===== src/rtl/apb_master_wait_bridge.sv =====
// Purpose : single-outstanding APB master; one valid/ready command becomes one SETUP/ACCESS transfer.
// Latency : accept at edge N -> SETUP N+1, ACCESS N+2, rsp_valid N+3, cmd_ready N+4; +1 per PREADY-low cycle.
// Backpr. : cmd_ready only in IDLE, no queueing; slave wait states stall until PREADY or the wait-state timeout.
//
// Ports:
//   PCLK, PRESETn                      clock, async active-low reset
//   cmd_valid/cmd_ready                command handshake
//   cmd_write/addr/wdata/strb          command payload
//   rsp_valid                          one-cycle response pulse
//   rsp_rdata/rsp_err/rsp_timeout      response payload, held until the next response
//   PSEL/PENABLE/PADDR/PWRITE/PSTRB/PWDATA   APB request towards the slave
//   PRDATA/PREADY/PSLVERR              APB completion from the slave
module apb_master_wait_bridge #(
   parameter int PADDR_SIZE = 4,
   parameter int PDATA_SIZE = 32,
   parameter int TIMEOUT    = 16
) (
   input  logic                      PCLK,
   input  logic                      PRESETn,

   input  logic                      cmd_valid,
   output logic                      cmd_ready,
   input  logic                      cmd_write,
   input  logic [PADDR_SIZE-1:0]     cmd_addr,
   input  logic [PDATA_SIZE-1:0]     cmd_wdata,
   input  logic [PDATA_SIZE/8-1:0]   cmd_strb,

   output logic                      rsp_valid,
   output logic [PDATA_SIZE-1:0]     rsp_rdata,
   output logic                      rsp_err,
   output logic                      rsp_timeout,

   output logic                      PSEL,
   output logic                      PENABLE,
   output logic                      PWRITE,
   output logic [PADDR_SIZE-1:0]     PADDR,
   output logic [PDATA_SIZE/8-1:0]   PSTRB,
   output logic [PDATA_SIZE-1:0]     PWDATA,
   input  logic [PDATA_SIZE-1:0]     PRDATA,
   input  logic                      PREADY,
   input  logic                      PSLVERR
);

   // The counter only needs to reach TIMEOUT-1; a disabled timeout keeps a 1-bit dummy.
   localparam int CNT_W = (TIMEOUT > 1) ? $clog2(TIMEOUT) : 1;
   localparam logic [CNT_W-1:0] CNT_LAST = CNT_W'((TIMEOUT > 0) ? TIMEOUT - 1 : 0);
   localparam bit TO_EN = (TIMEOUT != 0);

   typedef enum logic [1:0] {
      IDLE   = 2'd0,
      SETUP  = 2'd1,
      ACCESS = 2'd2,
      RESP   = 2'd3
   } state_t;

   state_t           state;
   logic [CNT_W-1:0] wait_cnt;
   logic             timeout_hit;
   logic             access_done;

   // Gated by PRESETn so the port reads 0 while reset is held, 1 in IDLE afterwards.
   assign cmd_ready = PRESETn && (state == IDLE);

   // A slave answering on the last permitted wait cycle completes normally,
   // so the timeout only fires while PREADY is still low.
   always_comb begin
      timeout_hit = 1'b0;
      if (TO_EN && (state == ACCESS) && !PREADY && (wait_cnt == CNT_LAST))
         timeout_hit = 1'b1;
   end

   assign access_done = (state == ACCESS) && (PREADY || timeout_hit);

   always_ff @(posedge PCLK or negedge PRESETn) begin
      if (!PRESETn) begin
         state       <= IDLE;
         wait_cnt    <= '0;
         PSEL        <= 1'b0;
         PENABLE     <= 1'b0;
         PWRITE      <= 1'b0;
         PADDR       <= '0;
         PSTRB       <= '0;
         PWDATA      <= '0;
         rsp_valid   <= 1'b0;
         rsp_rdata   <= '0;
         rsp_err     <= 1'b0;
         rsp_timeout <= 1'b0;
      end else begin
         rsp_valid <= 1'b0;
         case (state)
            IDLE: begin
               if (cmd_valid) begin
                  state    <= SETUP;
                  wait_cnt <= '0;
                  PSEL     <= 1'b1;
                  PENABLE  <= 1'b0;
                  PWRITE   <= cmd_write;
                  PADDR    <= cmd_addr;
                  // Reads carry no strobes and no write data on the bus.
                  PSTRB    <= cmd_write ? cmd_strb  : '0;
                  PWDATA   <= cmd_write ? cmd_wdata : '0;
               end
            end

            SETUP: begin
               state   <= ACCESS;
               PENABLE <= 1'b1;
            end

            ACCESS: begin
               if (access_done) begin
                  state       <= RESP;
                  PSEL        <= 1'b0;
                  PENABLE     <= 1'b0;
                  PWRITE      <= 1'b0;
                  PADDR       <= '0;
                  PSTRB       <= '0;
                  PWDATA      <= '0;
                  rsp_valid   <= 1'b1;
                  // PRDATA/PSLVERR are only meaningful with PREADY high.
                  rsp_rdata   <= (PREADY && !PWRITE) ? PRDATA : '0;
                  rsp_err     <= PREADY ? PSLVERR : 1'b1;
                  rsp_timeout <= !PREADY;
               end else begin
                  wait_cnt <= wait_cnt + 1'b1;
               end
            end

            RESP: begin
               state    <= IDLE;
               wait_cnt <= '0;
            end

            default: begin
               state <= IDLE;
            end
         endcase
      end
   end

endmodule


===== config.mk =====
export PLATFORM = sky130hd
export DESIGN_NAME = apb_master_wait_bridge
export DESIGN_NICKNAME = d
export VERILOG_FILES = /design/src/rtl/apb_master_wait_bridge.sv
export SDC_FILE = /design/constraint.sdc
export NUM_CORES = 1
export LEC_CHECK = 0
export ABC_AREA = 1
export CAP_MARGIN = 20
export CORE_ASPECT_RATIO = 1.2
export CORE_MARGIN = 2
export CORE_UTILIZATION = 35
export DETAILED_ROUTE_END_ITERATION = 16
export PLACE_DENSITY = 0.72
export SYNTH_ARGS = -nofsm -noshare
export SYNTH_HDL_FRONTEND = slang
export SYNTH_SLANG_ARGS = --single-unit

===== constraint.sdc =====
create_clock -name PCLK -period 1.6 [get_ports PCLK]
set_input_delay 0.4 -clock PCLK [delete_from_list [all_inputs] [get_ports PCLK]]
set_output_delay 0.4 -clock PCLK [all_outputs]
set_load 0.05 [all_outputs]

* Word-level counts from Yosys, hierarchy flattened
Index checks and enable logic that the tools add are counted. Widths: inputs -> output; s select.
Storage, ports and cells: register bits 84, word-level logic and storage cells 65, output and inout bits 79, input bits 78
Cells by class: add/sub/neg operators 1, reductions and logical operators 17, muxes and demuxes 28, equality and inequality tests 7
Operators by type and width (number):
- $mux 32 | 4
- $pmux 32 s2 | 1
- $mux 4 | 6
- $pmux 4 s2 | 2
- $pmux 4 s3 | 1
- $reduce_and 3->1 | 3
- $mux 1 | 8
- $pmux 2 s4 | 1
- $ne 2x2->1 const B | 3
- $reduce_bool 3->1 | 2
- $logic_and 1x1->1 | 5
- $add 4x1->4 const B | 1
- $eq 2x2->1 const B | 2
- $eq 4x4->1 const B | 1
- $mux 2 | 2
- $pmux 1 s2 | 2
- $reduce_and 2->1 | 2
- $pmux 1 s3 | 1
- $eq 2x1->1 const B | 1
- $logic_not 1->1 | 2
- $logic_not 2->1 | 1
- $reduce_bool 2->1 | 1
- $logic_or 1x1->1 | 1

* Logic depth before layout (Yosys ltp)
depth after elaboration 8, gate-level depth with buffers 9, mapped depth without buffers 8

* Worst setup path before layout
Ideal clock, no wire load.
path type register to register, start reg state[0], end reg rsp_rdata[2], stages on the path, launching flop included 10, data required time 1.470 ns, arrival 1.333 ns, setup time 0.130 ns, buffers on the path 2, slack 0.137 ns, period minus slack after synthesis 1.463 ns, cells stage by stage dfrtp_1 > inv_1 > ha_1 > nand2_2 > nor2_2 > nor2_2 > buf_6 > buf_6 > nand2_1 > o21ai_0
On the way: word-level cells in the longest chain between the ends 7
RTL lines:
- start: declaration | RTL line 56 | state_t state;
- start signal: assignment | RTL line 76 | state <= IDLE;
- start signal: assignment | RTL line 93 | state <= SETUP;
- start signal: assignment | RTL line 106 | state <= ACCESS;
- $eq 2x2->1 * | RTL line 68, 72, 90
- $logic_and 1x1->1 (2 in series) | RTL line 68 | if (TO_EN && (state == ACCESS) && !PREADY && (wait_cnt == CNT_LAST))
- $mux 1 | RTL line 68
- $logic_or 1x1->1 | RTL line 72 | assign access_done = (state == ACCESS) && (PREADY || timeout_hit);
- $logic_and 1x1->1 | RTL line 72
- $reduce_and 2->1 (no source line) *
- end signal: assignment | RTL line 121 | rsp_rdata <= (PREADY && !PWRITE) ? PRDATA : '0;
- end: declaration | RTL line 29 | output logic [PDATA_SIZE-1:0] rsp_rdata,
Every way passes the cells marked *; elsewhere a longest branch is shown, timed or not. A chain may end at the register's enable or synchronous reset.

* Worst setup path after layout
start reg state[1], end out cmd_ready
On the way: word-level cells in the longest chain between the ends 2
RTL lines:
- $logic_not 2->1 | RTL line 62 | assign cmd_ready = PRESETn && (state == IDLE);
- $logic_and 1x1->1 | RTL line 62
- end: declaration | RTL line 22 | output logic cmd_ready,
Every way passes these cells.

==> metrics.csv <==
stage,metric,value,unit
logic_synthesis,"area leader, netlist",dfrtp_1,
critical_path,CP Capture Type,output pin,
route,DRT Wirelength,9750,um
logic_synthesis,largest cells by area after synthesis,"dfrtp_1 (59%), nand2_1 (23%), o21ai_2 (3.2%)",
sta,Final Setup Violations,1,
clocking,H-Tree Depth,3,
critical_path,CP peak stage delay,420,ps
critical_path,slowest cell on the critical path,dfrtp_1,
route,DRC,0,
sta,crit share post-route,1.01,
logic_synthesis,Post-Synth Simple-Gate Area,0.272,
min_path,worst hold path type,primary input to asynchronous set/reset pin,
route,wire per inst,14.0,um
grt,first-pass GRT wire length,15700,um
sta,Fin. Hold Viols,0,
route,drt pass-1 iters,4,
place,IO Port Bufs,156,
floorplanning,starting density of the core,0.357,
clocking,clock latency on the worst-skew pair,330,ps
final_layout,area of the multi-input gates,1280,um2
clocking,CTS Root Cell,clkbuf_16,
sta,RSZ-0062 raised after global routing,true,
final_layout,antenna fix cells,0,
sta,Hold WS,147,ps
critical_path,CP cell instances,inv_2 -> ha_4 -> nand2_4 -> inv_4 -> buf_12,
sta,post-route setup TNS,-10.8,ps
power_and_ir_drop,Seq pwr share,0.256,
final_layout,Syn-to-layout area delta,85.2,%
place,GP Congestion,0.744,
logic_synthesis,synthesis-stage register bit count,84,
grt,GR Util All Layers,0.185,
run,MaxCap Viol Count,0,
logic_synthesis,cells after synthesis,394,
final_layout,Final #Nets,647,
critical_path,CP required,1200,ps
logic_synthesis,register area share after synthesis,0.595,
route,initial drt markers,126,
floorplanning,die height,114,um
logic_synthesis,post-synth cell types,23,
place,DP Area,6100,um2
power_and_ir_drop,combinational fraction of design power,0.601,
clocking,CTS Buffer Depth,2,
power_and_ir_drop,peak supply drop,1020,uV
power_and_ir_drop,Pleak,3.16,nW
floorplanning,core area,9910,um2
critical_path,Setup crit start kind,flip-flop,
final_layout,Filler cells,747,
sta,post-layout minimum cycle time,1610,ps
place,HPWL after DPL,7000,um
floorplanning,row cnt,40,
clocking,clk sinks,84,
logic_synthesis,main combinational cell family by area after synthesis,simple AND/OR/NAND/NOR gates,
grt,vias in the first global route,3203,
logic_synthesis,multiplexer area fraction after synthesis,0,
logic_synthesis,top cell type's share of synthesized area,0.595,
clocking,Clock transition at path regs,60,ps
final_layout,Reg area,2100,um2
power_and_ir_drop,Power Dens Cells,2350,nW/um2
grt,largest net degree at the start of global routing,85,
outcome,violated checks,setup timing,
logic_synthesis,Synth Area in Adders,0.0177,
final_layout,layout cell share with drive strength beyond 1,0.255,
grt,number of antenna violations at the first check in global routing,0,
logic_synthesis,Synthesized Nets,477,
sta,Slew Limit Headroom,0.707,
logic_synthesis,most frequent cell after synthesis,nand2_1,
critical_path,CP Max Fanout,4,
clocking,Hold Buf Count CTS,0,
grt,GRT overflow,0,
sta,Max Slew Vio Count,0,
logic_synthesis,"EDFF count, synth",0,
floorplanning,die width,95.7,um
power_and_ir_drop,clock share of power,0.143,
floorplanning,die area,10900,um2
logic_synthesis,syn avg cell area,8.97,um2
logic_synthesis,Syn. warnings,0,
floorplanning,boundary pin count,157,
power_and_ir_drop,Sw Share,0.429,
power_and_ir_drop,Pint,8.79,mW
outcome,outcome,"complete, but fails checks",
route,vias per cell,4.55,
clocking,CTS tree,yes,
sta,Highest Clock Rate,621,MHz
clocking,number of buffers created by CTS,9,
final_layout,final core utilization,0.660,
critical_path,critical path type,flip-flop to output pin,
sta,Clock Skew,4.57,ps
logic_synthesis,Compound-Gate Fraction of Synth Area,0.0620,
logic_synthesis,"Top FF cell, synth",dfrtp_1,
sta,final worst slack,-10.8,ps
power_and_ir_drop,total power draw,15.4,mW
logic_synthesis,post-synthesis xor/xnor area fraction,0,
critical_path,"Arr. time, crit path",1210,ps
sta,worst-margin pin slew,439,ps
route,final antenna-violating net count,0,
logic_synthesis,"top cells by count, synth","nand2_1 (217), dfrtp_1 (84), o21ai_2 (13)",
logic_synthesis,Post-synth ARST share,1.00,
logic_synthesis,Syn Std Cell Area,3530,um2
route,vias,3160,
power_and_ir_drop,Net Sw Power,6.61,mW
final_layout,post-layout instance area,6540,um2
## state kept, by name, summed over array words and instances (netlist names)
register and cells:
PWDATA 32, rsp_rdata 32, PADDR 4, PSTRB 4
wait_cnt 4, state 2, PENABLE 1, PSEL 1
PWRITE 1, rsp_err 1, rsp_timeout 1, rsp_valid 1
## through the flow
stage	worst slack, ps	std cells
5_1_grt	-77.4	695
2_1_floorplan	137	394
6_report	-10.8	695
3_3_place_gp	-31.3	673
3_5_place_dp	-52.0	673
4_1_cts	-40.8	692
## power groups by stage
stage	clock [mW]	sequential, mW	combinational [mW]
global placement	0	3.93	8.78
detailed placement	0	3.98	8.91
CTS	2.27	3.95	9.03
floorplan	0	6.38	1.75
global route	2.37	4.05	9.77
finish	2.20	3.94	9.25
## kinds of logic (layout without fill, tap and decap cells)
family,after synthesis,in the layout
simple gates,241,241
flops,84,84
compound gates,34,34
buf+inv,30,205
fa+ha+maj,5,5
## critical path: cells and delay by family (launching register included)
family	cells	cell delay [ps]
adders and majority gates	1	140
buffers and inverters	3	260
DFF	1	420
and+or+nand+nor	1	50
## per-layer routing
metal	vias up	routed length, um	track usage
met5	-	0	0
met4	0	140	0.0629
met3	12	1060	0.0836
met2	152	4720	0.291
met1	1440	3820	0.225
li1	1556	-	-
## cells in the final DEF, fill, tap and decap left out, types with 3 or more instances in the layout
master,synthesis,final
nand2_1,217,215
buf_12,0,87
dfrtp_1,84,84
clkdlybuf4s50_1,0,76
o21ai_2,13,13
o21ai_1,9,11
clkbuf_16,0,11
buf_4,0,11
inv_1,12,9
o21ai_0,11,9
nor2_1,9,8
nand3_1,4,4
inv_2,1,3
nor2_2,3,3
ha_1,5,3
## area by class of cell
type,count,area share
clock inverters,4,0.0111
inverters,13,0.00784
well taps,126,0.0241
repair buffers,176,0.403
clock buffers,12,0.0377
multi-input cells,280,0.195
flip-flops and latches,84,0.321
## worst paths after layout
kind / to / slack [ps] / from / depth (start not counted)
worst max register to register: rsp_rdata[9]$_DFFE_PN0P_ / 50 / state[0]$_DFFE_PN0P_ / 8
max in group asynchronous: state[1]$_DFFE_PN0P_ / 1130 / PRESETn / 2
worst min register to register: PWDATA[8]$_DFFE_PN0P_ / 530 / PWDATA[8]$_DFFE_PN0P_ / 2
worst min-delay path: PSEL$_DFFE_PN0P_ / 150 / PRESETn / 2
worst max-delay path: cmd_ready / -10 / state[1]$_DFFE_PN0P_ / 5
min in group PCLK: PWDATA[8]$_DFFE_PN0P_ / 530 / PWDATA[8]$_DFFE_PN0P_ / 2
## timing repair
| action | in CTS | in global routing |
|---|---|---|
| resized for setup | 7 | 10 |
| cloned | 0 | 2 |
| endpoints found under the setup margin | 1 | 81 |
| pin swaps | 1 | 3 |
| setup buffers | 3 | 1 |
| hold endpoints to repair | 0 | 0 |
No activity file was read; power rests on OpenSTA's default activity.
